`src/rtl/echo_energy_ctrl_if.sv`:
```
// Bus between the echo energy controller and its host/datapath.
// The host side drives control and energy; the controller side returns enables and status.
interface echo_energy_ctrl_if #(
  parameter int CNT_W = 16
);
  logic             start;
  logic             abort;
  logic             adcValid;
  logic [23:0]      energyIn;
  logic [23:0]      threshold;
  logic [CNT_W-1:0] maxSamples;
  logic             sumEnable;
  logic             busy;
  logic             windowFull;
  logic             detect;
  logic             timeout;
  logic             done;
  logic [CNT_W-1:0] detectIndex;

  modport master (
    output start, abort, adcValid, energyIn, threshold, maxSamples,
    input  sumEnable, busy, windowFull, detect, timeout, done, detectIndex
  );

  modport slave (
    input  start, abort, adcValid, energyIn, threshold, maxSamples,
    output sumEnable, busy, windowFull, detect, timeout, done, detectIndex
  );
endinterface

```
`src/rtl/echo_energy_ctrl.sv`:
```
// Capture sequencer for the sliding-window sum-of-squares echo detector:
// flushes the window after arming, then confirms energy over threshold or times out.
module echo_energy_ctrl #(
  parameter int WINDOW  = 260,
  parameter int CONFIRM = 4,
  parameter int CNT_W   = 16
) (
  input logic               SYS_CLK,
  input logic               RST_N,
  echo_energy_ctrl_if.slave bus
);

  typedef enum logic [1:0] {IDLE, FILL, RUN, DONE} state_e;

  localparam logic [CNT_W-1:0] FULL_COUNT = CNT_W'(WINDOW + 1);
  localparam logic [CNT_W-1:0] COUNT_MAX  = '1;
  localparam logic [3:0]       CONFIRM_N  = 4'(CONFIRM);

  state_e           state;
  logic [CNT_W-1:0] sample_count;
  logic [3:0]       run_cnt;
  logic             cmp_pending;

  logic active, cmp_now, k_full, above, hit, expire;
  logic go_fill, go_done, go_run;

  // The datapath has no reset of its own, so its enable must drop combinationally
  // with reset and abort to keep it from consuming a sample in those cycles.
  assign active        = (state == FILL) || (state == RUN);
  assign bus.sumEnable = bus.adcValid & active & ~bus.abort & RST_N;

  // Compare cycle: energyIn now holds the value registered at the previous enable.
  assign cmp_now = cmp_pending & active;
  assign k_full  = sample_count >= FULL_COUNT;
  assign above   = bus.energyIn > bus.threshold;
  assign hit     = cmp_now & k_full & above & ((run_cnt + 4'd1) >= CONFIRM_N);
  assign expire  = cmp_now & ~hit & (sample_count >= bus.maxSamples);

  assign go_fill = ~bus.abort & bus.start & ~active;
  assign go_done = ~bus.abort & (hit | expire);
  assign go_run  = ~bus.abort & ~go_done & (state == FILL) & bus.sumEnable
                 & ((sample_count + 1'b1) == FULL_COUNT);

  // NOTE: every register here is assigned with <= so all branches see the pre-edge values.
  always_ff @(posedge SYS_CLK) begin
    if (!RST_N) begin
      state           <= IDLE;
      sample_count    <= '0;
      run_cnt         <= '0;
      cmp_pending     <= 1'b0;
      bus.busy        <= 1'b0;
      bus.windowFull  <= 1'b0;
      bus.done        <= 1'b0;
      bus.detect      <= 1'b0;
      bus.timeout     <= 1'b0;
      bus.detectIndex <= '0;
    end else begin
      bus.detect  <= hit & ~bus.abort;
      bus.timeout <= expire & ~bus.abort;

      if (bus.abort) begin
        state          <= IDLE;
        cmp_pending    <= 1'b0;
        run_cnt        <= '0;
        bus.busy       <= 1'b0;
        bus.windowFull <= 1'b0;
        bus.done       <= 1'b0;
      end else if (go_fill) begin
        state           <= FILL;
        sample_count    <= '0;
        run_cnt         <= '0;
        cmp_pending     <= 1'b0;
        bus.detectIndex <= '0;
        bus.busy        <= 1'b1;
        bus.windowFull  <= 1'b0;
        bus.done        <= 1'b0;
      end else if (active) begin
        if (cmp_now) begin
          run_cnt <= (k_full && above) ? run_cnt + 4'd1 : 4'd0;
        end
        if (bus.sumEnable && sample_count != COUNT_MAX) begin
          sample_count <= sample_count + 1'b1;
        end
        // A sample arriving in the final compare cycle is counted but never compared.
        cmp_pending <= bus.sumEnable & ~go_done;

        if (go_done) begin
          state          <= DONE;
          bus.busy       <= 1'b0;
          bus.windowFull <= 1'b0;
          bus.done       <= 1'b1;
          if (hit) begin
            bus.detectIndex <= sample_count;
          end
        end else if (go_run) begin
          state          <= RUN;
          bus.windowFull <= 1'b1;
        end
      end
    end
  end

endmodule
```
`src/flat_wrapper.sv`:
```
// flat-port wrapper written by rule: the top's interface ports become plain ports
module echo_energy_ctrl_flat 
#(
  parameter int WINDOW  = 260,
  parameter int CONFIRM = 4,
  parameter int CNT_W   = 16
)
  (SYS_CLK, RST_N, bus_start, bus_abort, bus_adcValid, bus_energyIn, bus_threshold, bus_maxSamples, bus_sumEnable, bus_busy, bus_windowFull, bus_detect, bus_timeout, bus_done, bus_detectIndex);
  echo_energy_ctrl_if #(.CNT_W(CNT_W)) bus_i ();
  input logic SYS_CLK;
  input logic RST_N;
  input wire logic [$bits(bus_i.start)-1:0] bus_start;
  input wire logic [$bits(bus_i.abort)-1:0] bus_abort;
  input wire logic [$bits(bus_i.adcValid)-1:0] bus_adcValid;
  input wire logic [$bits(bus_i.energyIn)-1:0] bus_energyIn;
  input wire logic [$bits(bus_i.threshold)-1:0] bus_threshold;
  input wire logic [$bits(bus_i.maxSamples)-1:0] bus_maxSamples;
  output wire logic [$bits(bus_i.sumEnable)-1:0] bus_sumEnable;
  output wire logic [$bits(bus_i.busy)-1:0] bus_busy;
  output wire logic [$bits(bus_i.windowFull)-1:0] bus_windowFull;
  output wire logic [$bits(bus_i.detect)-1:0] bus_detect;
  output wire logic [$bits(bus_i.timeout)-1:0] bus_timeout;
  output wire logic [$bits(bus_i.done)-1:0] bus_done;
  output wire logic [$bits(bus_i.detectIndex)-1:0] bus_detectIndex;
  assign bus_i.start = bus_start;
  assign bus_i.abort = bus_abort;
  assign bus_i.adcValid = bus_adcValid;
  assign bus_i.energyIn = bus_energyIn;
  assign bus_i.threshold = bus_threshold;
  assign bus_i.maxSamples = bus_maxSamples;
  assign bus_sumEnable = bus_i.sumEnable;
  assign bus_busy = bus_i.busy;
  assign bus_windowFull = bus_i.windowFull;
  assign bus_detect = bus_i.detect;
  assign bus_timeout = bus_i.timeout;
  assign bus_done = bus_i.done;
  assign bus_detectIndex = bus_i.detectIndex;
  echo_energy_ctrl #(.WINDOW(WINDOW), .CONFIRM(CONFIRM), .CNT_W(CNT_W)) u_core (.SYS_CLK(SYS_CLK), .RST_N(RST_N), .bus(bus_i));
endmodule
```
`config.mk`:
```
export PLATFORM = sky130hd
export DESIGN_NAME = echo_energy_ctrl_flat
export DESIGN_NICKNAME = d
export VERILOG_FILES = /design/src/rtl/echo_energy_ctrl_if.sv /design/src/rtl/echo_energy_ctrl.sv /design/src/flat_wrapper.sv
export SDC_FILE = /design/constraint.sdc
export NUM_CORES = 1
export LEC_CHECK = 0
export CAP_MARGIN = 20
export CORE_MARGIN = 5
export CORE_UTILIZATION = 53
export CTS_CLUSTER_DIAMETER = 40
export CTS_CLUSTER_SIZE = 16
export DETAILED_ROUTE_END_ITERATION = 7
export PLACE_DENSITY = 0.88
export SKIP_LAST_GASP = 1
export SLEW_MARGIN = 40
export SYNTH_ARGS = -nofsm -noshare
export SYNTH_HDL_FRONTEND = slang
export SYNTH_SLANG_ARGS = --single-unit
```
`constraint.sdc`:
```
create_clock -name SYS_CLK -period 5 [get_ports SYS_CLK]
set_input_delay 1 -clock SYS_CLK [delete_from_list [all_inputs] [get_ports SYS_CLK]]
set_output_delay 1 -clock SYS_CLK [all_outputs]
set_load 0.01 [all_outputs]
```
==> run metrics, run 1 <==
status=finished clean; fill cell count=461; H-tree levels=2; Synth top cells by count=ha_1, inv_1, dfxtp_1, nand2_1, a21oi_1; Slew HR=53.05%; Clk pwr share=37.3%; Tot GR Track Use=23.38%; Sw Ratio=23.33%; Net Switching=0.0001798 W; DPL Wire Length=6.870 mm; CP max stage delay=550 ps; wire per inst=15.44 um; die extent in y=88.65 um; clk_skew=14.34 ps; CP max stage cell=clkdlybuf4s50_1; post-cts resize count=0; Yosys top cell area share=26.87%; worst hold path stage count=2; crit-path max FO=21; internal power=0.0005909 W; die footprint=7858 um2; worst-margin pin slew=703.5 ps; Placer Congestion=0.8070; Finished Layout Cells=566; period utilisation layout=75.88%; top post-synthesis cells by area=dfxtp_1, ha_1, a21oi_1; CP arrival=2790 ps; count leader, synth=ha_1; Storage cell area=880.8 um2; PortBufs=90; Clock Tree Root=clkbuf_8; Starting Density=55.04%; worst path bufs/invs=4; Post-synth ARST share=0%; post-CTS setup buffers=0; TritonCTS buffer count=5; initial antenna violation count=0; # Max-Cap Violations=0; largest net degree at the start of global routing=22; Post-synth EDFFs=0; Yosys top cell by area=dfxtp_1; Detailed Route WL=8.741 mm; drt first pass iters=5; Worst-path clk slew=90 ps; crit path cell chain=clkdlybuf4s50_1 -> buf_4 -> nand4bb_1 -> inv_1 -> clkdlybuf4s50_1; Worst-Skew Late Latency=310 ps; number of global-route vias before repair=3223; Crit. Startpoint=RST_N; CTS tree=done; final setup fails=0; # diodes=0; minimum clock period=3794 ps; worst reg2reg path depth=8; total grt overflow=0; post-synth cell types=58; cell family with most CP delay=buffers and inverters; worst hold path class=flip-flop to flip-flop; Worst EP required=4000 ps; Critical Path End Type=output port; Crit path top cell by count=clkdlybuf4s50_1; area occupied by multi-input gates=2136 um2; post-synthesis sequential area ratio=26.87%; clk sink count=44; Leak Pwr=1.802 nW; Power per Cell Area=178.9 nW/um2; Mapped Area=3278 um2; Fin. Hold Viols=0; synth-to-layout area growth=31.45%; TNS Setup=0 ps; Synthesis Warnings=0; Mapped Cells=411; I/O pin cnt=91; Placed Cells=558; deepest clock path buffer count=2; Max VDD drop=205.1 uV; Critical Path Start Type=primary input; Avg Inst Size Synth=7.976 um2; vias=3252; 1st-iter DRT viols=230; row cnt=28; final net count=605; antenna viol nets, final=0; Synth Net Count=526; sequential share of power=45.6%; Final Slew Violations=0; Max Clk Rate=263.6 MHz; power after layout=0.0007707 W; Comb pwr share=17.1%; RSZ-0062 raised after global routing=no; Hold Buf Count CTS=0; Hold Startpoint=u_core.bus.done; dominant synthesized flop cell=dfxtp_1; Via density=5.746; Die Wd=88.65 um; WP depth=5; reg2reg start=u_core.sample_count[1]; first-pass GRT wire length=14.62 mm; core area=5956 um2; DRC viols=0; share of layout cells above drive strength 1=4.481%; critical path type=primary input to output port; Yosys reg bits=44
==> worst register-to-register path, cell delays in order (launching register included) <==
cell	delay, ps
dfxtp_1	570
ha_1	350
nand3_1	230
nor4_4	540
a41o_1	650
and2_2	470
o21ai_0	150
o21ai_0	90
and2_1	130
==> power groups by stage <==
stage | clock network (W) | registers (W) | logic (W)
2_1_floorplan | 0 | 0.000360 | 0.0000613
3_3_place_gp | 0 | 0.000360 | 0.000126
3_5_place_dp | 0 | 0.000360 | 0.000132
4_1_cts | 0.000290 | 0.000352 | 0.000132
5_1_grt | 0.000308 | 0.000352 | 0.000147
6_report | 0.000287 | 0.000352 | 0.000132
==> cell families after synthesis <==
| kind of cell | after synthesis | synth area share [%] |
|---|---|---|
| compound gates | 118 | 23.70 |
| mux | 1 | 0.3054 |
| flops | 44 | 26.87 |
| buf+inv | 64 | 8.206 |
| simple gates | 138 | 23.36 |
| fa+ha+maj | 46 | 17.56 |
==> placed cells by master, fill, tap and decap left out, types with 6 or more instances in the layout <==
| master | instances |
|---|---|
| nand4_1 | 8 |
| inv_1 | 45 |
| nor3_1 | 6 |
| a21oi_1 | 35 |
| or3_1 | 6 |
| nand2_1 | 36 |
| o21ai_1 | 7 |
| nor2_1 | 20 |
| clkbuf_8 | 6 |
| ha_1 | 46 |
| a22o_1 | 16 |
| o21ai_0 | 23 |
| and2_1 | 9 |
| a21boi_1 | 7 |
| nand3_1 | 12 |
| clkdlybuf4s50_1 | 90 |
| dfxtp_1 | 44 |
| nor2b_1 | 12 |
==> metal layers <==
metal / wire length, um / part of all wire [%] / up-vias / global-route usage [%]
met5: 0 / 0 / - / 0
met3: 524 / 6.0 / 18 / 4.376
li1: - / - / 1624 / -
met2: 4476 / 51 / 109 / 42.58
met4: 140 / 1.6 / 0 / 6.593
met1: 3600 / 41 / 1501 / 27.76
==> metrics by stage <==
step | instance area, um2 | hold slack [ps] | util [%] | setup WS, ps
detailed placement | 4188 | 443.5 | 70.32 | 1171
floorplan | 3278 | 440.7 | - | 2080
global placement | 4180 | 434.5 | 70.19 | 1291
CTS | 4309 | 457.2 | 72.35 | 1252
global route | 4309 | 488.4 | 72.35 | 1141
finish | 4309 | 458.8 | 72.35 | 1206
==> cell type report <==
cell class	count	area share, %
Multi-Input combinational cell	303	49.56
Timing Repair Buffer	91	21.08
Sequential cell	44	20.44
Inverter	45	3.920
Tap cell	75	2.178
Clock buffer	6	1.916
Clock inverter	2	0.9001
==> state kept, by name (all words and copies together), names as in the netlist <==
signal and count:
u_core.bus.detectIndex 16, u_core.sample_count 16, u_core.run_cnt 4, u_core.state 2, u_core.bus.busy 1, u_core.bus.detect 1
u_core.bus.done 1, u_core.bus.timeout 1, u_core.bus.windowFull 1, u_core.cmp_pending 1
==> worst paths after layout <==
| path | to | slack (ps) |
|---|---|---|
| setup / recovery | bus_sumEnable | 1210 |
| setup reg to reg | u_core.sample_count[12] | 1770 |
| hold / removal | u_core.bus.done | 460 |
| hold reg to reg | u_core.bus.done | 460 |
Power figures use the tool's default switching activity.
==> inputs of run 2 (changes only) <==
Settings changed: CORE_UTILIZATION 53 to 49, PLACE_DENSITY 0.88 to 0.82.
Clock period 5 ns to 3.8 ns, I/O delays scaled along.
==> run 2 against run 1 <==
Net effect: die area rose by 7.2%; highest routed layer unchanged; hold slack worse by 5.3 ps; final cell count up 1.1%; total power grew 31%; non-clock buffer count rose by 4; cell area up 0.44%; count of clock-buffer cells in the layout is 1 lower; clock power increased by 30%; core utilization down 5.0 points; combinational power is 30% higher; critical endpoint is now u_core.bus.detectIndex[2].
==> run metrics, run 2 (synthesis results as in run 1) <==
TNS Setup=0 ps; first-pass GRT wire length=14.25 mm; final setup fails=0; Power per Cell Area=233.0 nW/um2; 1st-iter DRT viols=189; Max Clk Rate=330.2 MHz; Tot GR Track Use=20.10%; Leak Pwr=1.814 nW; largest net degree at the start of global routing=21; commonest non-fill, non-tap cell in the layout=clkdlybuf4s50_1; share of layout cells above drive strength 1=5.051%; Die Wd=91.79 um; Detailed Route WL=8.607 mm; synth-to-layout area growth=32.02%; Via density=5.722; Final Slew Violations=0; # diodes=0; biggest regs=u_core.bus.detectIndex (16), u_core.sample_count (16), u_core.run_cnt (4); Starting Density=51.04%; Critical Path Start Type=primary input; most frequent cells in the layout=clkdlybuf4s50_1, ha_1, inv_1; row cnt=29; Design Area, Final=4328 um2; worst-margin pin slew=632.5 ps; fill cell count=556; clk sink count=44; worst hold path class=flip-flop to flip-flop; Placement Cell Area=4213 um2; period utilisation layout=79.70%; power after layout=0.001009 W; vias=3273; status=finished clean; clk_skew=7.088 ps; crit-path max FO=17; Worst-Skew Late Latency=310 ps; H-tree levels=2; Fin. Hold Viols=0; Critical Path End Type=flip-flop; I/O pin cnt=91; Placer Congestion=0.8942; Max VDD drop=213.2 uV; CTS tree=done; Slew HR=57.28%; RSZ-0062 raised after global routing=no; core area=6422 um2; die extent in y=91.79 um; DPL Wire Length=6.750 mm; area occupied by multi-input gates=2128 um2; wire per inst=15.05 um; minimum clock period=3029 ps; final net count=609; die footprint=8425 um2; # Max-Cap Violations=0; antenna viol nets, final=0; Hold Buf Count CTS=0; TritonCTS buffer count=5; post-cts resize count=0; Worst EP required=4050 ps; total grt overflow=0; number of global-route vias before repair=3163; post-CTS setup buffers=0; initial antenna violation count=0; DRC viols=0; deepest clock path buffer count=2; drt first pass iters=5; CP arrival=3280 ps; Storage cell area=880.8 um2; critical path type=primary input to flip-flop; Worst-path clk slew=90 ps; Clock Tree Root=clkbuf_8; PortBufs=90
-- run 2: cell count changes in the layout (fill, tap and decap cells not counted) --
| cell | change |
|---|---|
| a41oi_1 | +1 |
| buf_4 | +4 |
| clkinv_4 | -1 |
| clkinvlp_4 | +1 |
| clkbuf_8 | -1 |
| inv_6 | +1 |
| a41oi_2 | -1 |
-- run 2: critical path, cell delays in order --
cell and delay, ps:
clkdlybuf4s50_1 450, inv_1 40, ha_1 290, nand4_1 160
nor4_2 410, o311ai_2 230, a21oi_4 290, nor3b_4 220
buf_4 230, a22o_1 170
-- run 2: area by class of cell --
type,count,share of cell area [%]
flip-flops and latches,44,20.35
well taps,77,2.226
repair buffers,95,21.68
clock inverters,3,1.070
clock buffers,5,1.590
multi-input cells,303,49.18
inverters,45,3.903
-- run 2: worst paths after layout --
kind / startpoint / depth (start not counted) / slack (ps) / end
max: bus_threshold[21] / 10 / 770 / u_core.bus.detectIndex[2]
max reg2reg: u_core.sample_count[1] / 8 / 1000 / u_core.sample_count[13]
min reg2reg: u_core.bus.done / 2 / 450 / u_core.bus.done
min: u_core.bus.done / 2 / 450 / u_core.bus.done
-- run 2: where the power goes --
part	switching [W]	internal [W]
clock network	0.000176	0.000198
registers	0.00000101	0.000462
logic	0.0000705	0.000101
total	0.000248	0.000761
-- run 2: metal layers --
layer | routed length [um] | share of wire, % | global-route usage [%]
met2 | 4286 | 50 | 35.48
met5 | 0 | 0 | 0
met4 | 106 | 1.2 | 6.683
met1 | 3756 | 44 | 24.85
met3 | 457 | 5.3 | 3.273
-- run 2: metrics by stage --
step / std cells / utilization (%) / setup slack, ps / hold WS (ps)
floorplan: 411 / - / 1120 / 440.7
global placement: 564 / 65.60 / 577.3 / 435.3
detailed placement: 564 / 65.60 / 458.7 / 447.9
CTS: 572 / 67.39 / 765.1 / 457.8
global route: 572 / 67.39 / 626.6 / 481.2
finish: 572 / 67.39 / 771.4 / 453.5
